`src/rtl/key_scan_sequencer.sv`:
```
// Key matrix scanner: walks a 4-to-16 decoder select and samples one active-low sense return.
// A debounced press is reported once through a valid/ready handshake, then held off until release.
module key_scan_sequencer #(
  parameter int unsigned SETTLE_CYCLES  = 4,
  parameter int unsigned DEBOUNCE_COUNT = 8
) (
  input  logic       clk,
  input  logic       rst_n,
  input  logic       scan_en,
  input  logic       sense_n,
  output logic       sel_en_n,
  output logic [3:0] sel_idx,
  output logic       key_valid,
  output logic [3:0] key_code,
  input  logic       key_ready
);

  localparam int unsigned SW = $clog2(SETTLE_CYCLES + 1);
  localparam int unsigned DW = $clog2(DEBOUNCE_COUNT + 1);
  localparam logic [SW-1:0] SettleLast = SW'(SETTLE_CYCLES - 1);
  localparam logic [DW-1:0] DebMax     = DW'(DEBOUNCE_COUNT);

  typedef enum logic [2:0] {
    StIdle,
    StSettle,
    StSample,
    StDebounce,
    StReport,
    StRelease
  } state_e;

  state_e        state_q;
  logic [SW-1:0] settle_cnt_q;
  logic [DW-1:0] deb_cnt_q;
  logic [DW-1:0] rel_cnt_q;

  always_ff @(posedge clk or negedge rst_n) begin
    if (!rst_n) begin
      state_q      <= StIdle;
      sel_en_n     <= 1'b1;
      sel_idx      <= 4'd0;
      key_valid    <= 1'b0;
      key_code     <= 4'd0;
      settle_cnt_q <= '0;
      deb_cnt_q    <= '0;
      rel_cnt_q    <= '0;
    end else begin
      case (state_q)
        StIdle: begin
          if (scan_en) begin
            state_q      <= StSettle;
            sel_en_n     <= 1'b0;
            settle_cnt_q <= '0;
          end
        end
        StSettle: begin
          if (!scan_en) begin
            state_q  <= StIdle;
            sel_en_n <= 1'b1;
          end else if (settle_cnt_q == SettleLast) begin
            state_q <= StSample;
          end else begin
            settle_cnt_q <= settle_cnt_q + 1'b1;
          end
        end
        StSample: begin
          if (!scan_en) begin
            state_q  <= StIdle;
            sel_en_n <= 1'b1;
          end else if (!sense_n) begin
            deb_cnt_q <= DW'(1);
            if (DEBOUNCE_COUNT == 1) begin
              state_q   <= StReport;
              key_valid <= 1'b1;
              key_code  <= sel_idx;
            end else begin
              state_q <= StDebounce;
            end
          end else begin
            sel_idx      <= sel_idx + 4'd1;
            settle_cnt_q <= '0;
            state_q      <= StSettle;
          end
        end
        StDebounce: begin
          if (!scan_en) begin
            state_q  <= StIdle;
            sel_en_n <= 1'b1;
          end else if (!sense_n) begin
            deb_cnt_q <= deb_cnt_q + 1'b1;
            if (deb_cnt_q + 1'b1 == DebMax) begin
              state_q   <= StReport;
              key_valid <= 1'b1;
              key_code  <= sel_idx;
            end
          end else begin
            sel_idx      <= sel_idx + 4'd1;
            settle_cnt_q <= '0;
            state_q      <= StSettle;
          end
        end
        StReport: begin
          if (key_ready) begin
            key_valid <= 1'b0;
            rel_cnt_q <= '0;
            state_q   <= StRelease;
          end
        end
        StRelease: begin
          // Line stays selected so the held key is watched until it reads high long enough.
          if (!sense_n) begin
            rel_cnt_q <= '0;
          end else if (rel_cnt_q + 1'b1 == DebMax) begin
            rel_cnt_q    <= '0;
            sel_idx      <= sel_idx + 4'd1;
            settle_cnt_q <= '0;
            if (scan_en) begin
              state_q <= StSettle;
            end else begin
              state_q  <= StIdle;
              sel_en_n <= 1'b1;
            end
          end else begin
            rel_cnt_q <= rel_cnt_q + 1'b1;
          end
        end
        default: begin
          state_q  <= StIdle;
          sel_en_n <= 1'b1;
        end
      endcase
    end
  end

endmodule

```
`config.mk`:
```
export PLATFORM = sky130hd
export DESIGN_NAME = key_scan_sequencer
export DESIGN_NICKNAME = d
export VERILOG_FILES = /design/src/rtl/key_scan_sequencer.sv
export SDC_FILE = /design/constraint.sdc
export NUM_CORES = 1
export LEC_CHECK = 0
export ABC_CLOCK_PERIOD_IN_PS = 1610
export BUFFER_PORTS_ARGS = -buffer_cell sky130_fd_sc_hd__buf_2
export CAP_MARGIN = 30
export CORE_UTILIZATION = 52
export CTS_BUF_LIST = sky130_fd_sc_hd__clkbuf_16
export DETAILED_ROUTE_END_ITERATION = 10
export PLACE_DENSITY = 0.81
export SLEW_MARGIN = 20
export SYNTH_ARGS = -nofsm -noshare
export SYNTH_HDL_FRONTEND = slang
export SYNTH_SLANG_ARGS = --single-unit
```
`constraint.sdc`:
```
create_clock -name clk -period 1.61 [get_ports clk]
set_input_delay 0.322 -clock clk [delete_from_list [all_inputs] [get_ports clk]]
set_output_delay 0.322 -clock clk [all_outputs]
set_load 0.005 [all_outputs]
```
==> Word level (Yosys, flattened, before mapping) <==
Cells that the tools add are included.
{ "word_totals": {"output_inout_bits": 10, "ff_bits": 24, "input_bits": 5} }
{ "op_classes": {"n_reduce_logical": 16, "n_eq_ne": 23, "n_bitwise": 2, "mux": 45, "n_addsub": 4} }
{ "ops": {"columns": ["cell", "count"], "rows": [
  ["two-way mux 3 bit", 16],
  ["two-way mux 4 bit", 11],
  ["one-hot mux 4 bit (2 select lines)", 3],
  ["!= test 2 bit, second input constant", 11],
  ["one-hot mux 3 bit (6 select lines)", 1],
  ["AND reduction 5 bit", 3],
  ["adder 4 x 1 -> 4 bit, second input constant", 3],
  ["one-hot mux 3 bit (4 select lines)", 1],
  ["== test 3 x 2 -> 1 bit, second input constant", 3],
  ["two-way mux 1 bit", 9],
  ["== test 4 bit, second input constant", 2],
  ["AND reduction 4 bit", 2],
  ["AND reduction 8 bit", 1],
  ["nonzero test 2 bit", 4],
  ["== test 3 bit, second input constant", 2],
  ["AND reduction 6 bit", 1],
  ["two-way mux 2 bit", 2],
  ["!= test 2 x 1 -> 1 bit, second input constant", 2],
  ["!= test 4 bit, second input constant", 1],
  ["one-hot mux 1 bit (4 select lines)", 1],
  ["nonzero test 4 bit", 1],
  ["adder 3 x 1 -> 3 bit, second input constant", 1],
  ["== test 3 x 1 -> 1 bit, second input constant", 1],
  ["logical NOT 3 bit", 1],
  ["6 further kinds", 7]
]} }

==> Longest topological paths before layout <==
{ "depth": {"depth_word": 6, "ltp_mapped": 7} }

==> Least setup slack after synthesis <==
No wires, ideal clock.
{ "synth_timing": {"path_kind": "reg-to-reg", "startpoint": "register rel_cnt_q[0]", "endpoint": "register settle_cnt_q[0]", "required_time_ps": 1485, "arrival_ps": 1629, "stages_incl_launch_ff": 7, "slack_ps": -144, "setup_ps": 125, "cell_sequence": "dfrtp_1 -> ha_1 -> nand2_1 -> a211oi_4 -> o32a_4 -> nand2_4 -> mux2_4"} }
{ "synth_via": {"elab_chain_len": 4} }
{ "synth_rtl": {"columns": ["element", "line", "text"], "rows": [
  ["start: declaration", "35", "logic [DW-1:0] rel_cnt_q;"],
  ["start signal: assignment", "124", "rel_cnt_q <= rel_cnt_q + 1'b1;"],
  ["adder 4 x 1 -> 4 bit", "113", "end else if (rel_cnt_q + 1'b1 == DebMax) begin"],
  ["== test 4 bit", "113", null],
  ["!= test 2 bit (no line)", null, null],
  ["AND reduction 8 bit (no line)", null, null],
  ["end signal: assignment", "63", "settle_cnt_q <= settle_cnt_q + 1'b1;"],
  ["end: declaration", "33", "logic [SW-1:0] settle_cnt_q;"]
]} }
Every way passes these cells.
A chain may end at the register's enable or synchronous reset.

==> Worst setup path after layout <==
{ "layout_timing": {"startpoint": "register rel_cnt_q[1]", "endpoint": "register sel_idx[1]"} }
{ "layout_via": {"elab_chain_len": 4} }
{ "layout_rtl": {"columns": ["element", "line", "text"], "rows": [
  ["adder 4 x 1 -> 4 bit", "113", null],
  ["== test 4 bit", "113", null],
  ["!= test 2 bit (no line)", null, null],
  ["AND reduction 5 bit (no line)", null, null],
  ["end signal: assignment", "80", "sel_idx <= sel_idx + 4'd1;"],
  ["end signal: assignment", "97", "sel_idx <= sel_idx + 4'd1;"],
  ["end signal: assignment", "115", "sel_idx <= sel_idx + 4'd1;"],
  ["end: declaration", "12", "output logic [3:0] sel_idx,"]
]} }
Every way passes these cells.

==> impl_metrics.prom <==
# TYPE chip_impl_metric gauge
chip_impl_metric{name="wirelength",unit="um"} 3640
chip_impl_metric{name="maximum_fanout_count_along_the_critical_path",unit=""} 6
chip_impl_metric{name="postSynthCellCount",unit=""} 138
chip_impl_metric{name="synth.top_cell.area_share",unit="%"} 40.6
chip_impl_metric{name="syn-mean-instance-area",unit="um^2"} 10.3
chip_impl_metric{name="postSynth.asyncResetShare",unit="%"} 100
chip_impl_metric{name="die_x",unit="um"} 54.2
chip_impl_metric{name="synth_warnings",unit=""} 0
chip_impl_metric{name="relSlewSlack",unit="%"} 64.1
chip_impl_metric{name="finalWorstSetupSlack",unit="ns"} -0.158
chip_impl_metric{name="worst-path-stages",unit=""} 5
chip_impl_metric{name="detail_route.vias_per_cell",unit=""} 6.02
chip_impl_metric{name="residual_drc",unit=""} 0
chip_impl_metric{name="path_clk_slew",unit="ns"} 0.06
chip_impl_metric{name="max_cap_viol_count",unit=""} 0
chip_impl_metric{name="io_pins",unit=""} 15
chip_impl_metric{name="wire_per_inst",unit="um"} 17.8
chip_impl_info{name="cts_tree",value="yes"} 1
chip_impl_metric{name="global_route.usage.total",unit="%"} 26.2
chip_impl_metric{name="sequential_cell_area_fraction_in_the_yosys_report",unit="%"} 42.4
chip_impl_metric{name="synth-simple-area-share",unit="%"} 16.8
chip_impl_info{name="critPathCaptureType",value="register"} 1
chip_impl_metric{name="finalNetCount",unit=""} 186
chip_impl_metric{name="grt_pass1_wl",unit="um"} 5440
chip_impl_metric{name="maxClockFrequency",unit="MHz"} 566
chip_impl_metric{name="mappedNetlistArea",unit="mm^2"} 0.00142
chip_impl_metric{name="placement.cell_area",unit="mm^2"} 0.00169
chip_impl_metric{name="synth_fp_nets",unit=""} 149
chip_impl_metric{name="final_period_utilization",unit="%"} 110
chip_impl_info{name="rsz0062_at_grt",value="yes"} 1
chip_impl_metric{name="synth-xor-area-share",unit="%"} 3.70
chip_impl_metric{name="dr.first_iter.drc_count",unit=""} 31
chip_impl_metric{name="critPathBufInv",unit=""} 0
chip_impl_info{name="violations",value="negative setup slack"} 1
chip_impl_info{name="worst_setup_path_start_kind",value="register"} 1
chip_impl_info{name="synth_top_cell_by_area",value="dfrtp_1"} 1
chip_impl_metric{name="synth-seq-cells",unit=""} 24
chip_impl_metric{name="slew_viol_final",unit=""} 0
chip_impl_metric{name="final.fill_count",unit=""} 162
chip_impl_metric{name="worst_slew_pin_slew",unit="ns"} 0.539
chip_impl_metric{name="ir_drop",unit="mV"} 1.20
chip_impl_metric{name="placeableCoreArea",unit="mm^2"} 0.00252
chip_impl_info{name="yosys-top-cells-area",value="dfrtp_1, ha_1, nand2_1, mux2_1, mux2_4"} 1
chip_impl_metric{name="insertion_delay",unit="ns"} 0.25
chip_impl_metric{name="critPathArrivalTime",unit="ns"} 1.91
chip_impl_metric{name="share_of_the_synthesized_area_in_compound_gates_ao_oa_aoi_oai",unit="%"} 19.1
chip_impl_metric{name="setup_viol",unit=""} 9
chip_impl_metric{name="floorplan.die.height",unit="um"} 54.2
chip_impl_metric{name="cts-htree-levels",unit=""} 1
chip_impl_metric{name="areaGrowthSynthToFinish",unit="%"} 35.1
chip_impl_metric{name="dp_hpwl",unit="um"} 2400
chip_impl_metric{name="pin_count_of_the_biggest_net_entering_global_routing",unit=""} 25
chip_impl_metric{name="placedCellCount",unit=""} 198
chip_impl_metric{name="rows",unit=""} 18
chip_impl_metric{name="critical_path.max_stage_delay",unit="ns"} 0.46
chip_impl_metric{name="yosysUniqueCellTypes",unit=""} 47
chip_impl_metric{name="vias_in_the_first_global_route",unit=""} 1231
chip_impl_metric{name="layout-drive-gt1-share",unit="%"} 44.3
chip_impl_metric{name="antenna_violating_nets_post_route",unit=""} 0
chip_impl_info{name="clk_root_buffer_cell",value="clkbuf_16"} 1
chip_impl_metric{name="antennaDiodeCount",unit=""} 0
chip_impl_info{name="hp-class",value="in -> async"} 1
chip_impl_metric{name="yosys-mux-area-fraction",unit="%"} 8.64
chip_impl_metric{name="r2r_cell_count",unit=""} 5
chip_impl_metric{name="hold_viol_final",unit=""} 0
chip_impl_metric{name="crit_path_time_final",unit="ns"} 1.77
chip_impl_info{name="synth_top_family_by_area",value="compound AO/OA/AOI/OAI gates"} 1
chip_impl_metric{name="start_util",unit="%"} 56.3
chip_impl_metric{name="port_buffers",unit=""} 14
chip_impl_metric{name="floorplan.die_area",unit="mm^2"} 0.00294
chip_impl_metric{name="lkg_pwr",unit="nW"} 0.871
chip_impl_info{name="cpLargestDelayFamily",value="flip-flops"} 1
chip_impl_info{name="crit_type",value="reg -> reg"} 1
chip_impl_metric{name="clock_sinks",unit=""} 24
chip_impl_metric{name="antenna_found_initial",unit=""} 0
chip_impl_metric{name="crit_required",unit="ns"} 1.75
chip_impl_info{name="critPathSlowestCell",value="dfrtp_2"} 1
chip_impl_metric{name="number_of_cts_inserted_buffers",unit=""} 3
chip_impl_metric{name="stdcell_count",unit=""} 204
chip_impl_metric{name="final_design_area_no_fill",unit="mm^2"} 0.00192
chip_impl_metric{name="gr-total-overflow",unit=""} 0
chip_impl_info{name="main_synth_ff_type",value="dfrtp_1"} 1
chip_impl_metric{name="p_per_area",unit="mW/mm^2"} 1660
chip_impl_metric{name="cts_hold_repair.buffers",unit=""} 0
chip_impl_info{name="synthMostInstantiatedCell",value="dfrtp_1"} 1
chip_impl_metric{name="clock_path_buffers",unit=""} 2
chip_impl_metric{name="route.vias.total",unit=""} 1228
chip_impl_metric{name="yosys.area_share.adder",unit="%"} 5.29
chip_impl_metric{name="post_synth_edffs",unit=""} 0
chip_impl_info{name="outcome",value="finished, violations left"} 1
chip_impl_info{name="critical_path.cell_chain",value="ha_4, and4bb_2, a22o_1, o21ai_4, mux2_4"} 1
chip_impl_metric{name="drt_pass1_iterations",unit=""} 4
chip_impl_metric{name="fin_skew",unit="ns"} 0.00265
chip_impl_metric{name="routabilityCongestion",unit=""} 0.881
chip_impl_info{name="synth_common_cells",value="dfrtp_1, nand2_1, nor2_1, o21ai_0"} 1
## worst paths after layout
| check | slack [ns] | endpoint | start |
|---|---|---|---|
| worst max-delay path | -0.16 | sel_idx[1] | rel_cnt_q[1] |
| worst min-delay path | 0.04 | deb_cnt_q[1] | rst_n |
| worst max register to register | -0.16 | sel_idx[1] | rel_cnt_q[1] |
| worst min register to register | 0.49 | sel_idx[3] | sel_idx[3] |
| max in group asynchronous | 1.17 | rel_cnt_q[1] | rst_n |
| min in group clk | 0.32 | key_valid | key_ready |
## sequential cells by signal, indices dropped and copies added, names as in the netlist
name and count:
deb_cnt_q 4, key_code 4, rel_cnt_q 4, sel_idx 4, settle_cnt_q 3, state_q 3, key_valid 1, sel_en_n 1
## stage by stage
step	setup slack [ns]	TNS, ns	total power (W)	hold WS (ns)	utilization [%]
after detailed placement	-0.160	-1.07	0.00222	0.332	67.2
after global routing	-0.216	-1.41	0.00335	0.0969	76.0
after global placement	-0.0922	-0.331	0.00215	0.328	67.2
after CTS	-0.170	-0.843	0.00297	0.0632	71.7
final	-0.158	-0.919	0.00317	0.0422	76.0
after floorplan	-0.0861	-0.235	0.00174	0.0264	-
## cell usage in the layout (no fill, tap or decap), types with 4 or more instances in the layout
cell type  instances
dfrtp_1           18
nor2_1            11
dfrtp_2            5
o21ai_0            5
nand2_1           12
nand3_1            5
inv_1              6
buf_4             23
buf_2             14
mux2_1             4
a22o_1             5
a21oi_1            4
## cell families after synthesis
kind of cell | count (synthesis)
flops | 24
fa+ha+maj | 6
simple gates | 45
buf+inv | 13
compound gates | 34
xor+xnor | 6
mux | 10
## report_power, final
| part | internal, W | switching (W) | leakage [nW] | total, W |
|---|---|---|---|---|
| Clock | 0.000494 | 0.000213 | 0.0511 | 0.000707 |
| Combinational | 0.000751 | 0.000685 | 0.522 | 0.00144 |
| Sequential | 0.000798 | 0.000235 | 0.298 | 0.00103 |
| Total | 0.00204 | 0.00113 | 0.871 | 0.00317 |
## layer usage
metal | wire [um] | global-route usage (%) | part of all wire, %
met1 | 1470 | 30.1 | 40
met5 | 0 | 0 | 0
met3 | 213 | 3.61 | 5.9
met4 | 48 | 8.55 | 1.3
met2 | 1910 | 49.4 | 52
## cell type report
class	count	area, um^2	area share, %
clock inverter	1	30.0	1.57
multi-input combinational	101	886	46.2
sequential	24	608	31.7
timing repair buffer	38	254	13.3
clock buffer	3	75.1	3.92
tap	30	37.5	1.96
inverter	7	26.3	1.37
## worst register-to-register path: stages (launching register included)
cell and delay (ns):
dfrtp_2 0.46, ha_4 0.19, and4bb_2 0.27, a22o_1 0.22
o21ai_4 0.19, mux2_4 0.32
## timing repair
item                       4_1_cts  5_1_grt
setup endpoints to repair       13       16
setup buffers                    1        1
pin swaps                        1        5
gates resized for setup          1       21
(Power assumes the default switching activity.)
